--- src/rtl/spi_shift_in_pkg.sv ---
// Shared SPI constants and receive-FIFO operation encoding.
// spi_shift_out imports the same constants.
package spi_shift_in_pkg;

   localparam int unsigned SPI_SDEPTH = 8;
   localparam int unsigned SPI_FDEPTH = 2;
   localparam int unsigned SPI_CWIDTH = $clog2(SPI_SDEPTH);

   // Bit 1 = accepted push, bit 0 = accepted pop.
   typedef enum logic [1:0] {
      FIFO_HOLD     = 2'b00,
      FIFO_POP      = 2'b01,
      FIFO_PUSH     = 2'b10,
      FIFO_PUSH_POP = 2'b11
   } fifo_op_e;

endpackage

--- src/rtl/spi_rx_fifo.sv ---
// Receive FIFO for spi_shift_in: storage, wrap-bit pointers, full/empty
// decode and sticky overrun detection.
module spi_rx_fifo
   import spi_shift_in_pkg::*;
#(
   parameter int unsigned DWIDTH = SPI_SDEPTH,
   parameter int unsigned FDEPTH = SPI_FDEPTH
) (
   input  logic              clk,
   input  logic              rst_n,
   input  logic              push,
   input  logic [DWIDTH-1:0] push_data,
   input  logic              pop,
   input  logic              ovr_clr,
   output logic [DWIDTH-1:0] data_out,
   output logic              valid_n,
   output logic              full_n,
   output logic              overrun_n
);

   localparam int unsigned AW = $clog2(FDEPTH);

   logic [AW:0]       wr_ptr_q, wr_ptr_d;
   logic [AW:0]       rd_ptr_q, rd_ptr_d;
   logic [DWIDTH-1:0] mem_q [FDEPTH];
   logic [DWIDTH-1:0] mem_d [FDEPTH];
   logic              ovr_q, ovr_d;
   logic              empty, full, pop_ok, push_ok, drop;
   fifo_op_e          op;

   assign empty = (wr_ptr_q == rd_ptr_q);
   assign full  = (wr_ptr_q[AW] != rd_ptr_q[AW]) &&
                  (wr_ptr_q[AW-1:0] == rd_ptr_q[AW-1:0]);

   always_comb begin
      pop_ok   = pop && !empty;
      // A pop on the same edge frees the slot, so a full FIFO still accepts.
      push_ok  = push && (!full || pop_ok);
      drop     = push && !push_ok;
      op       = fifo_op_e'({push_ok, pop_ok});
      wr_ptr_d = wr_ptr_q;
      rd_ptr_d = rd_ptr_q;
      mem_d    = mem_q;
      case (op)
         FIFO_PUSH: begin
            mem_d[wr_ptr_q[AW-1:0]] = push_data;
            wr_ptr_d                = wr_ptr_q + 1'b1;
         end
         FIFO_POP: begin
            rd_ptr_d = rd_ptr_q + 1'b1;
         end
         FIFO_PUSH_POP: begin
            mem_d[wr_ptr_q[AW-1:0]] = push_data;
            wr_ptr_d                = wr_ptr_q + 1'b1;
            rd_ptr_d                = rd_ptr_q + 1'b1;
         end
         default: ;
      endcase
      ovr_d = drop ? 1'b1 : (ovr_clr ? 1'b0 : ovr_q);
   end

   always_ff @(posedge clk or negedge rst_n) begin
      if (!rst_n) begin
         wr_ptr_q <= '0;
         rd_ptr_q <= '0;
         mem_q    <= '{default: '1};
         ovr_q    <= 1'b0;
      end else begin
         wr_ptr_q <= wr_ptr_d;
         rd_ptr_q <= rd_ptr_d;
         mem_q    <= mem_d;
         ovr_q    <= ovr_d;
      end
   end

   assign data_out  = empty ? '1 : mem_q[rd_ptr_q[AW-1:0]];
   assign valid_n   = empty;
   assign full_n    = !full;
   assign overrun_n = !ovr_q;

endmodule

--- src/rtl/spi_shift_in.sv ---
// SPI receive path: MSB-first shift register with bit counter and
// frame-error detection, feeding the spi_rx_fifo word queue.
module spi_shift_in
   import spi_shift_in_pkg::*;
#(
   parameter int unsigned SDEPTH = SPI_SDEPTH,
   parameter int unsigned FDEPTH = SPI_FDEPTH
) (
   input  logic              SPI_Clk,
   input  logic              SPI_ResetN,
   input  logic              SPI_CsN,
   input  logic              SPI_Sdi,
   input  logic              SPI_Data_AckN,
   input  logic              SPI_Ovr_ClrN,
   output logic [SDEPTH-1:0] SPI_Data_Out,
   output logic              SPI_Data_ValidN,
   output logic              SPI_FullN,
   output logic              SPI_OverrunN,
   output logic              SPI_FrameErrN
);

   localparam int unsigned CWIDTH = $clog2(SDEPTH);

   logic [SDEPTH-1:0] shift_q, shift_d;
   logic [CWIDTH-1:0] cnt_q, cnt_d;
   logic              frm_q, frm_d;
   logic              word_done;
   logic [SDEPTH-1:0] word;

   always_comb begin
      shift_d   = shift_q;
      cnt_d     = cnt_q;
      word_done = 1'b0;
      word      = {shift_q[SDEPTH-2:0], SPI_Sdi};
      if (SPI_CsN) begin
         shift_d = '1;
         cnt_d   = '0;
      end else begin
         shift_d = word;
         if (cnt_q == CWIDTH'(SDEPTH - 1)) begin
            cnt_d     = '0;
            word_done = 1'b1;
         end else begin
            cnt_d = cnt_q + 1'b1;
         end
      end
      // A new frame error takes priority over a clear on the same edge.
      frm_d = (SPI_CsN && (cnt_q != '0)) ? 1'b1 :
              (!SPI_Ovr_ClrN ? 1'b0 : frm_q);
   end

   always_ff @(posedge SPI_Clk or negedge SPI_ResetN) begin
      if (!SPI_ResetN) begin
         shift_q <= '1;
         cnt_q   <= '0;
         frm_q   <= 1'b0;
      end else begin
         shift_q <= shift_d;
         cnt_q   <= cnt_d;
         frm_q   <= frm_d;
      end
   end

   assign SPI_FrameErrN = !frm_q;

   spi_rx_fifo #(
      .DWIDTH (SDEPTH),
      .FDEPTH (FDEPTH)
   ) u_fifo (
      .clk       (SPI_Clk),
      .rst_n     (SPI_ResetN),
      .push      (word_done),
      .push_data (word),
      .pop       (!SPI_Data_AckN),
      .ovr_clr   (!SPI_Ovr_ClrN),
      .data_out  (SPI_Data_Out),
      .valid_n   (SPI_Data_ValidN),
      .full_n    (SPI_FullN),
      .overrun_n (SPI_OverrunN)
   );

endmodule

--- config.mk ---
export PLATFORM = sky130hd
export DESIGN_NAME = spi_shift_in
export DESIGN_NICKNAME = d
export VERILOG_FILES = /design/src/rtl/spi_shift_in_pkg.sv /design/src/rtl/spi_rx_fifo.sv /design/src/rtl/spi_shift_in.sv
export SDC_FILE = /design/constraint.sdc
export NUM_CORES = 1
export LEC_CHECK = 0
export CORE_AREA = 2 2 55 57
export DETAILED_ROUTE_END_ITERATION = 10
export DIE_AREA = 0 0 57 59
export PLACE_DENSITY = 0.8
export SLEW_MARGIN = 0
export SYNTH_ARGS = -nofsm -noshare
export SYNTH_HDL_FRONTEND = slang
export SYNTH_SLANG_ARGS = --single-unit
--- constraint.sdc ---
create_clock -name SPI_Clk -period 2.9 [get_ports SPI_Clk]
set_input_delay 0.29 -clock SPI_Clk [delete_from_list [all_inputs] [get_ports SPI_Clk]]
set_output_delay 0.29 -clock SPI_Clk [all_outputs]
set_load 0.005 [all_outputs]
# After elaboration in Yosys (flattened, before gate mapping)
# Index checks and enable logic that the tools add are counted.
op_classes:
  reduce_logical: 16
  add_sub_neg: 3
  n_mux: 15
  n_lt_le_gt_ge: 3
  n_bitwise: 2
  eq_ne: 9
ops:
  columns: ["cell", "count"]
  rows:
  - ["2-to-1 mux 8 bit", 5]
  - ["bitwise mux 16 bit", 1]
  - ["demux 8 bit (select 1 bit)", 1]
  - ["2-to-1 mux 7 bit", 1]
  - ["logical AND 1 bit", 6]
  - ["logical NOT 1 bit", 6]
  - ["2-to-1 mux 3 bit", 2]
  - ["2-to-1 mux 1 bit", 5]
  - ["adder 2 x 1 -> 2 bit, second input constant", 2]
  - ["== test 2 bit, second input constant", 2]
  - ["greater-or-equal comparator 2 bit, second input constant", 2]
  - ["inequality test 2 x 1 -> 1 bit, second input constant", 2]
  - ["inverter 1 -> 2 bit", 2]
  - ["OR reduction 2 bit", 2]
  - ["adder 3 x 1 -> 3 bit, second input constant", 1]
  - ["== test 3 bit, second input constant", 1]
  - ["nonzero test 3 bit", 1]
  - ["== test 2 x 1 -> 1 bit, second input constant", 1]
  - ["== test 2 bit", 1]
  - ["< comparator 2 x 1 -> 1 bit, second input constant", 1]
  - ["== test 1 bit", 1]
  - ["logical OR 1 bit", 1]
  - ["inequality test 1 bit", 1]
totals:
  output_inout_bits: 12
  elab_cells: 56
  reg_bits: 32

# Logic depth before layout (Yosys ltp)
logic_depth:
  word_depth: 8
  mapped_depth: 6

# Modules after synthesis
# From an unflattened synthesis, not the netlist that was laid out.
hier_totals:
  cells_unflattened: 115
  area_unflattened_um2: 1473.9
modules_own_cells:
  columns: ["mod", "area_per_inst_um2", "cells_per_inst", "instances", "seq_area_each_um2"]
  rows:
  - ["spi_rx_fifo", 1038.5, 82, 1, 545.5]
  - ["spi_shift_in", 435.4, 33, 1, 284.0]

# Worst setup path before layout
# Ideal clock, no wire load.
synth_timing:
  path_type: "register to register"
  from: "register cnt_q[0]"
  to: "register u_fifo.mem_q[0] (netlist bit)"
  stages_incl_launch_ff: 6
  required_ns: 2.818
  arrival_ns: 1.408
  path_buffers: 0
  slack_ns: 1.409
  setup_time_ns: 0.082
  path_cell_list: "dfrtp_1 ha_1 ha_1 nor2b_1 o211ai_4 mux2_2"
synth_via:
  elab_chain_cells: 6
  word_cells_on_any_way: 7
  cone_classes: "eq/ne: 3; mux: 2; reduce/logical: 2"
synth_rtl:
  columns: ["element", "line", "source"]
  rows:
  - ["start: declaration", "spi_shift_in.sv:25", "logic [CWIDTH-1:0] cnt_q, cnt_d;"]
  - ["start signal: assignment", "spi_shift_in.sv:59", "cnt_q <= cnt_d;"]
  - ["== test 3 bit *", "spi_shift_in.sv:40", "if (cnt_q == CWIDTH'(SDEPTH - 1)) begin"]
  - ["2-to-1 mux 1 bit *", "spi_shift_in.sv:40", null]
  - ["2-to-1 mux 1 bit *", "spi_shift_in.sv:35", "if (SPI_CsN) begin"]
  - ["logical AND 1 bit *", "spi_rx_fifo.sv:38", "push_ok = push && (!full || pop_ok);"]
  - ["== test 2 bit", "spi_rx_fifo.sv:44", "case (op)"]
  - ["OR reduction 2 bit (no line) *", null, null]
  - ["end signal: assignment", "spi_rx_fifo.sv:71", "mem_q <= mem_d;"]
  - ["end: declaration", "spi_rx_fifo.sv:25", "logic [DWIDTH-1:0] mem_q [FDEPTH];"]
# Every way passes the cells marked *; elsewhere a longest branch is shown, timed or not.
# A chain may end at the register's enable or synchronous reset.

# Worst setup path after layout
layout_timing:
  from: "register u_fifo.wr_ptr_q[1]"
  to: "output SPI_Data_Out[1]"
layout_via:
  elab_chain_cells: 2
layout_rtl:
  columns: ["element", "line", "source"]
  rows:
  - ["start: declaration", "spi_rx_fifo.sv:23", "logic [AW:0] wr_ptr_q, wr_ptr_d;"]
  - ["start signal: assignment", "spi_rx_fifo.sv:69", "wr_ptr_q <= wr_ptr_d;"]
  - ["== test 2 bit", "spi_rx_fifo.sv:31", "assign empty = (wr_ptr_q == rd_ptr_q);"]
  - ["2-to-1 mux 8 bit", "spi_rx_fifo.sv:76", "assign data_out = empty ? '1 : mem_q[rd_ptr_q[AW-1:0]];"]
  - ["end: declaration", "spi_shift_in.sv:15", "output logic [SDEPTH-1:0] SPI_Data_Out,"]
# Every way passes these cells.

==> report_table.html <==
<table>
<tr><th>Metric</th><th>Value</th></tr>
<tr><th colspan="2">Critical path</th></tr>
<tr><td>Endpoint kind of the worst setup timing path</td><td>output port</td></tr>
<tr><td>Worst R2R Path Depth</td><td>5</td></tr>
<tr><td>Critical path buffer and inverter count</td><td>1</td></tr>
<tr><td>Critical path launch point</td><td>u_fifo.wr_ptr_q[1]</td></tr>
<tr><td>Family with the most delay on the worst path</td><td>simple AND/OR/NAND/NOR gates</td></tr>
<tr><td>Worst r2r src</td><td>cnt_q[0]</td></tr>
<tr><td>Critical Path Source Type</td><td>register</td></tr>
<tr><td>Critical path start-end classification</td><td>reg2out</td></tr>
<tr><td>Max stage delay on crit path</td><td>510 ps</td></tr>
<tr><td>Sequence of cells on the critical path</td><td>xnor2_1 &gt; nand2_1 &gt; nand2_1 &gt; clkdlybuf4s50_1</td></tr>
<tr><td>Depth of the critical timing path with buffers and inverters included</td><td>4</td></tr>
<tr><td>Data arrival, critical path</td><td>2250 ps</td></tr>
<tr><td>Crit path max fanout</td><td>9</td></tr>
<tr><td>Worst Path Required</td><td>2610 ps</td></tr>
<tr><td>Cell with the largest stage delay on the worst path</td><td>sky130_fd_sc_hd__clkdlybuf4s50_1</td></tr>
<tr><td>Reg-to-reg endpoint</td><td>u_fifo.mem_q[12]</td></tr>
<tr><td>Endpoint of the most critical setup path</td><td>SPI_Data_Out[1]</td></tr>
<tr><td>Most used cell along the critical path</td><td>sky130_fd_sc_hd__nand2_1</td></tr>
<tr><td>R2r setup slk</td><td>1140 ps</td></tr>
<tr><th colspan="2">Synth</th></tr>
<tr><td>Mean instance size in the synthesized netlist</td><td>roughly 12 um^2</td></tr>
<tr><td>Count of state elements after synthesis</td><td>32</td></tr>
<tr><td>Number of warnings issued by yosys</td><td>0</td></tr>
<tr><td>Synth Cell Area</td><td>roughly 1500 um^2</td></tr>
<tr><td>Compound-Gate Fraction of Synth Area</td><td>roughly 4.6%</td></tr>
<tr><td>Part of the Yosys area used for sequential elements</td><td>57.0%</td></tr>
<tr><td>Simple-gate area share of the yosys netlist</td><td>11.8%</td></tr>
<tr><td>Instance count of the mapped netlist</td><td>roughly 120</td></tr>
<tr><td>Number of distinct library cells after synthesis</td><td>23</td></tr>
<tr><td>Syn_nets</td><td>126</td></tr>
<tr><td>Adder-cell share of the synthesized area</td><td>2.58%</td></tr>
<tr><td>Combinational family with the most area after synthesis</td><td>multiplexers</td></tr>
<tr><td>Xor/xnor share of the synthesized area</td><td>~1.8%</td></tr>
<tr><td>Portion of netlist area occupied by mux cells</td><td>19.3%</td></tr>
<tr><th colspan="2">Clock tree</th></tr>
<tr><td>Root buffer cell</td><td>sky130_fd_sc_hd__clkbuf_4</td></tr>
<tr><td># resized after CTS</td><td>0</td></tr>
<tr><td>CTS tree</td><td>built</td></tr>
<tr><td>Buffer levels on the longest clock path</td><td>2</td></tr>
<tr><td>CTS HTree Levels</td><td>2</td></tr>
<tr><td>Clock buffers created by TritonCTS</td><td>5</td></tr>
<tr><td>Clock transition at the registers of the reported paths</td><td>110 ps</td></tr>
<tr><td>Number of buffers inserted to repair setup after CTS</td><td>0</td></tr>
<tr><td>Hold buffers post-CTS</td><td>0</td></tr>
<tr><td>Sinks on Clock Net</td><td>32</td></tr>
<tr><td>Clk Latency, worst-skew pair</td><td>330 ps</td></tr>
<tr><th colspan="2">STA</th></tr>
<tr><td>RSZ-0062 raised after global routing</td><td>no</td></tr>
<tr><td>Endpoints failing setup</td><td>0</td></tr>
<tr><td>Total negative slack for setup checks</td><td>0 ps</td></tr>
<tr><td>Achievable Freq</td><td>a little under 400 MHz</td></tr>
<tr><td>Final hold violation count</td><td>0</td></tr>
<tr><td>Final Critical Period</td><td>2540 ps</td></tr>
<tr><td>Slack of the critical path</td><td>approximately 360 ps</td></tr>
<tr><td>Max-slew headroom</td><td>around two thirds</td></tr>
<tr><td>Post-Route Hold Slack</td><td>335 ps</td></tr>
<tr><td>Fin Clk Skew</td><td>12.9 ps</td></tr>
<tr><td>Share of the cycle needed by the critical path after routing</td><td>87.4%</td></tr>
<tr><td>Measured slew at the worst slew-check pin</td><td>between 400 and 500 ps</td></tr>
<tr><td>Number of slew-limit violations in the final report</td><td>0</td></tr>
<tr><th colspan="2">Global route</th></tr>
<tr><td>Initial antenna violation count</td><td>0</td></tr>
<tr><td>Total gr overflow</td><td>0</td></tr>
<tr><td>Via count of the first global-routing pass</td><td>983</td></tr>
<tr><td>Maximum number of pins on one net before global-route repair</td><td>33</td></tr>
<tr><td>First-pass GRT wire length</td><td>~4.5 mm</td></tr>
<tr><td>Tot GR Track Use</td><td>18.2%</td></tr>
<tr><th colspan="2">Die</th></tr>
<tr><td>Total Die Area</td><td>~3400 um^2</td></tr>
<tr><td>Initial core utilization</td><td>approximately 54%</td></tr>
<tr><td>Core box area</td><td>2710 um^2</td></tr>
<tr><td>Cell Rows</td><td>19</td></tr>
<tr><td>Die span in y</td><td>59 um</td></tr>
<tr><td>Die boundary width</td><td>57 um</td></tr>
<tr><td>Ports</td><td>18</td></tr>
<tr><th colspan="2">Worst hold path</th></tr>
<tr><td>Classification of the worst-slack hold path</td><td>in2async</td></tr>
<tr><th colspan="2">Placed design</th></tr>
<tr><td>Weighted congestion at the end of routability-driven global placement</td><td>just under 0.8</td></tr>
<tr><td>Worst slack after detailed placement</td><td>730 ps</td></tr>
<tr><td>HPWL after detailed placement</td><td>1.70 mm</td></tr>
<tr><td>Port Buffers</td><td>17</td></tr>
<tr><th colspan="2">Routing</th></tr>
<tr><td>DR iter-0 viols</td><td>21</td></tr>
<tr><td>Number of remaining DRC errors</td><td>0</td></tr>
<tr><td>Total via count after detailed routing</td><td>913</td></tr>
<tr><td>Detailed-routing iteration count for the pre-antenna-repair pass</td><td>4</td></tr>
<tr><td>Mean number of vias per cell</td><td>5.34</td></tr>
<tr><td>Post-DRT Antenna Nets</td><td>0</td></tr>
<tr><td>Final wirelength</td><td>2.55 mm</td></tr>
<tr><td>Average wire length per cell after detail routing</td><td>14.9 um</td></tr>
<tr><th colspan="2">Job</th></tr>
<tr><td>Maximum Capacitance Violations</td><td>0</td></tr>
<tr><th colspan="2">Cells and area</th></tr>
<tr><td>Layout Utilization</td><td>between 60% and 70%</td></tr>
<tr><td>Layout Area Growth over Synthesis</td><td>18.9%</td></tr>
<tr><td>Nets</td><td>148</td></tr>
<tr><td>Diode insertion count for antenna repair</td><td>0</td></tr>
<tr><td>Most common cell after layout, fill and taps aside</td><td>sky130_fd_sc_hd__dfstp_2</td></tr>
<tr><td>Commonest non-fill, non-tap cells in the layout</td><td>sky130_fd_sc_hd__dfstp_2, sky130_fd_sc_hd__mux2_2, sky130_fd_sc_hd__clkdlybuf4s50_1, sky130_fd_sc_hd__nand2_1</td></tr>
<tr><td>Share of layout cells above drive strength 1</td><td>40.7%</td></tr>
<tr><th colspan="2">Power and ir drop</th></tr>
<tr><td>LEAKAGE</td><td>0.792 nW</td></tr>
<tr><td>Power density over cell area</td><td>725 nW/um^2</td></tr>
<tr><td>IR Drop Worst-Case VDD</td><td>~460 uV</td></tr>
<tr><th colspan="2">Outcome</th></tr>
<tr><td>Status</td><td>completed</td></tr>
</table>
==> where the power goes <==
part           internal [W]  leakage [nW]  switching, W
Sequential         0.000500         0.356     0.0000336
Combinational      0.000231         0.396      0.000191
Clock              0.000146        0.0404      0.000153
==> logic make-up (layout without fill, tap and decap cells) <==
logic type / Yosys count / after routing
flip-flops: 32 / 32
buffers and inverters: 10 / 33
AO/OA/AOI/OAI: 8 / 8
AND/OR/NAND/NOR: 35 / 35
adder cells (fa/ha/maj): 3 / 3
multiplexers: 26 / 26
XOR/XNOR: 3 / 3
==> state kept, by name (all words and copies together), names as in the netlist <==
register         cells
cnt_q                3
shift_q              7
frm_q                1
u_fifo.mem_q        16
u_fifo.rd_ptr_q      2
u_fifo.ovr_q         1
u_fifo.wr_ptr_q      2
==> routing by layer <==
metal | track usage [%] | vias to the layer above | part of all wire (%)
met3 | 4.80 | 5 | 3.2
met4 | 8.97 | 0 | 2.0
met1 | 21.4 | 459 | 45
met5 | 0 | - | 0
li1 | - | 435 | -
met2 | 31.0 | 14 | 50
==> synth_stat cells <==
master                     instances  area (um^2)
sky130_fd_sc_hd__dfstp_2          23          604
sky130_fd_sc_hd__nor2b_1           4         25.0
sky130_fd_sc_hd__a211o_1           1         8.76
sky130_fd_sc_hd__clkbuf_1          2         7.51
sky130_fd_sc_hd__mux2i_1           9         90.1
sky130_fd_sc_hd__nand2_1          15         56.3
sky130_fd_sc_hd__a22o_1            2         17.5
sky130_fd_sc_hd__mux2_2           17          191
sky130_fd_sc_hd__nor3_1            2         10.0
sky130_fd_sc_hd__dfrtp_1           9          225
sky130_fd_sc_hd__nand4_1           1         6.26
sky130_fd_sc_hd__buf_4             1         7.51
sky130_fd_sc_hd__a21oi_1           2         10.0
sky130_fd_sc_hd__xnor2_1           2         17.5
sky130_fd_sc_hd__ha_1              3         37.5
sky130_fd_sc_hd__or2_2             7         43.8
sky130_fd_sc_hd__buf_2             1         5.00
sky130_fd_sc_hd__o211ai_4          1         21.3
sky130_fd_sc_hd__o21ai_0           2         10.0
sky130_fd_sc_hd__xor2_1            1         8.76
sky130_fd_sc_hd__inv_1             6         22.5
sky130_fd_sc_hd__nor2_1            3         11.3
sky130_fd_sc_hd__nand2b_1          3         18.8
==> per-stage QoR <==
step | total power, W | std cells | instance area (um^2)
floorplan | 0.000742 | 117 | 1460
global route | 0.00133 | 171 | 1730
finish | 0.00125 | 171 | 1730
CTS | 0.00127 | 171 | 1730
detailed placement | 0.000966 | 163 | 1660
global placement | 0.000956 | 163 | 1660
==> worst min path at each step <==
stage / startpoint / to / slack (ps) / depth (start not counted)
finish: SPI_ResetN / u_fifo.ovr_q / 330 / 2
global route: SPI_ResetN / u_fifo.wr_ptr_q[1] / 340 / 2
CTS: SPI_ResetN / u_fifo.wr_ptr_q[1] / 330 / 2
detailed placement: cnt_q[0] / cnt_q[0] / 460 / 1
global placement: cnt_q[0] / cnt_q[0] / 440 / 1
floorplan: SPI_ResetN / cnt_q[0] / -6 / 0
==> cell type report <==
type                            instances  area [um^2]
Multi-Input combinational cell         75          584
Clock buffer                            7         66.3
Clock inverter                          1         5.00
Tap cell                               31         38.8
Inverter                                6         22.5
Sequential cell                        32          830
Timing Repair Buffer                   19          185
Fill cell                             218          978
No activity file was read; power rests on OpenSTA's default activity.
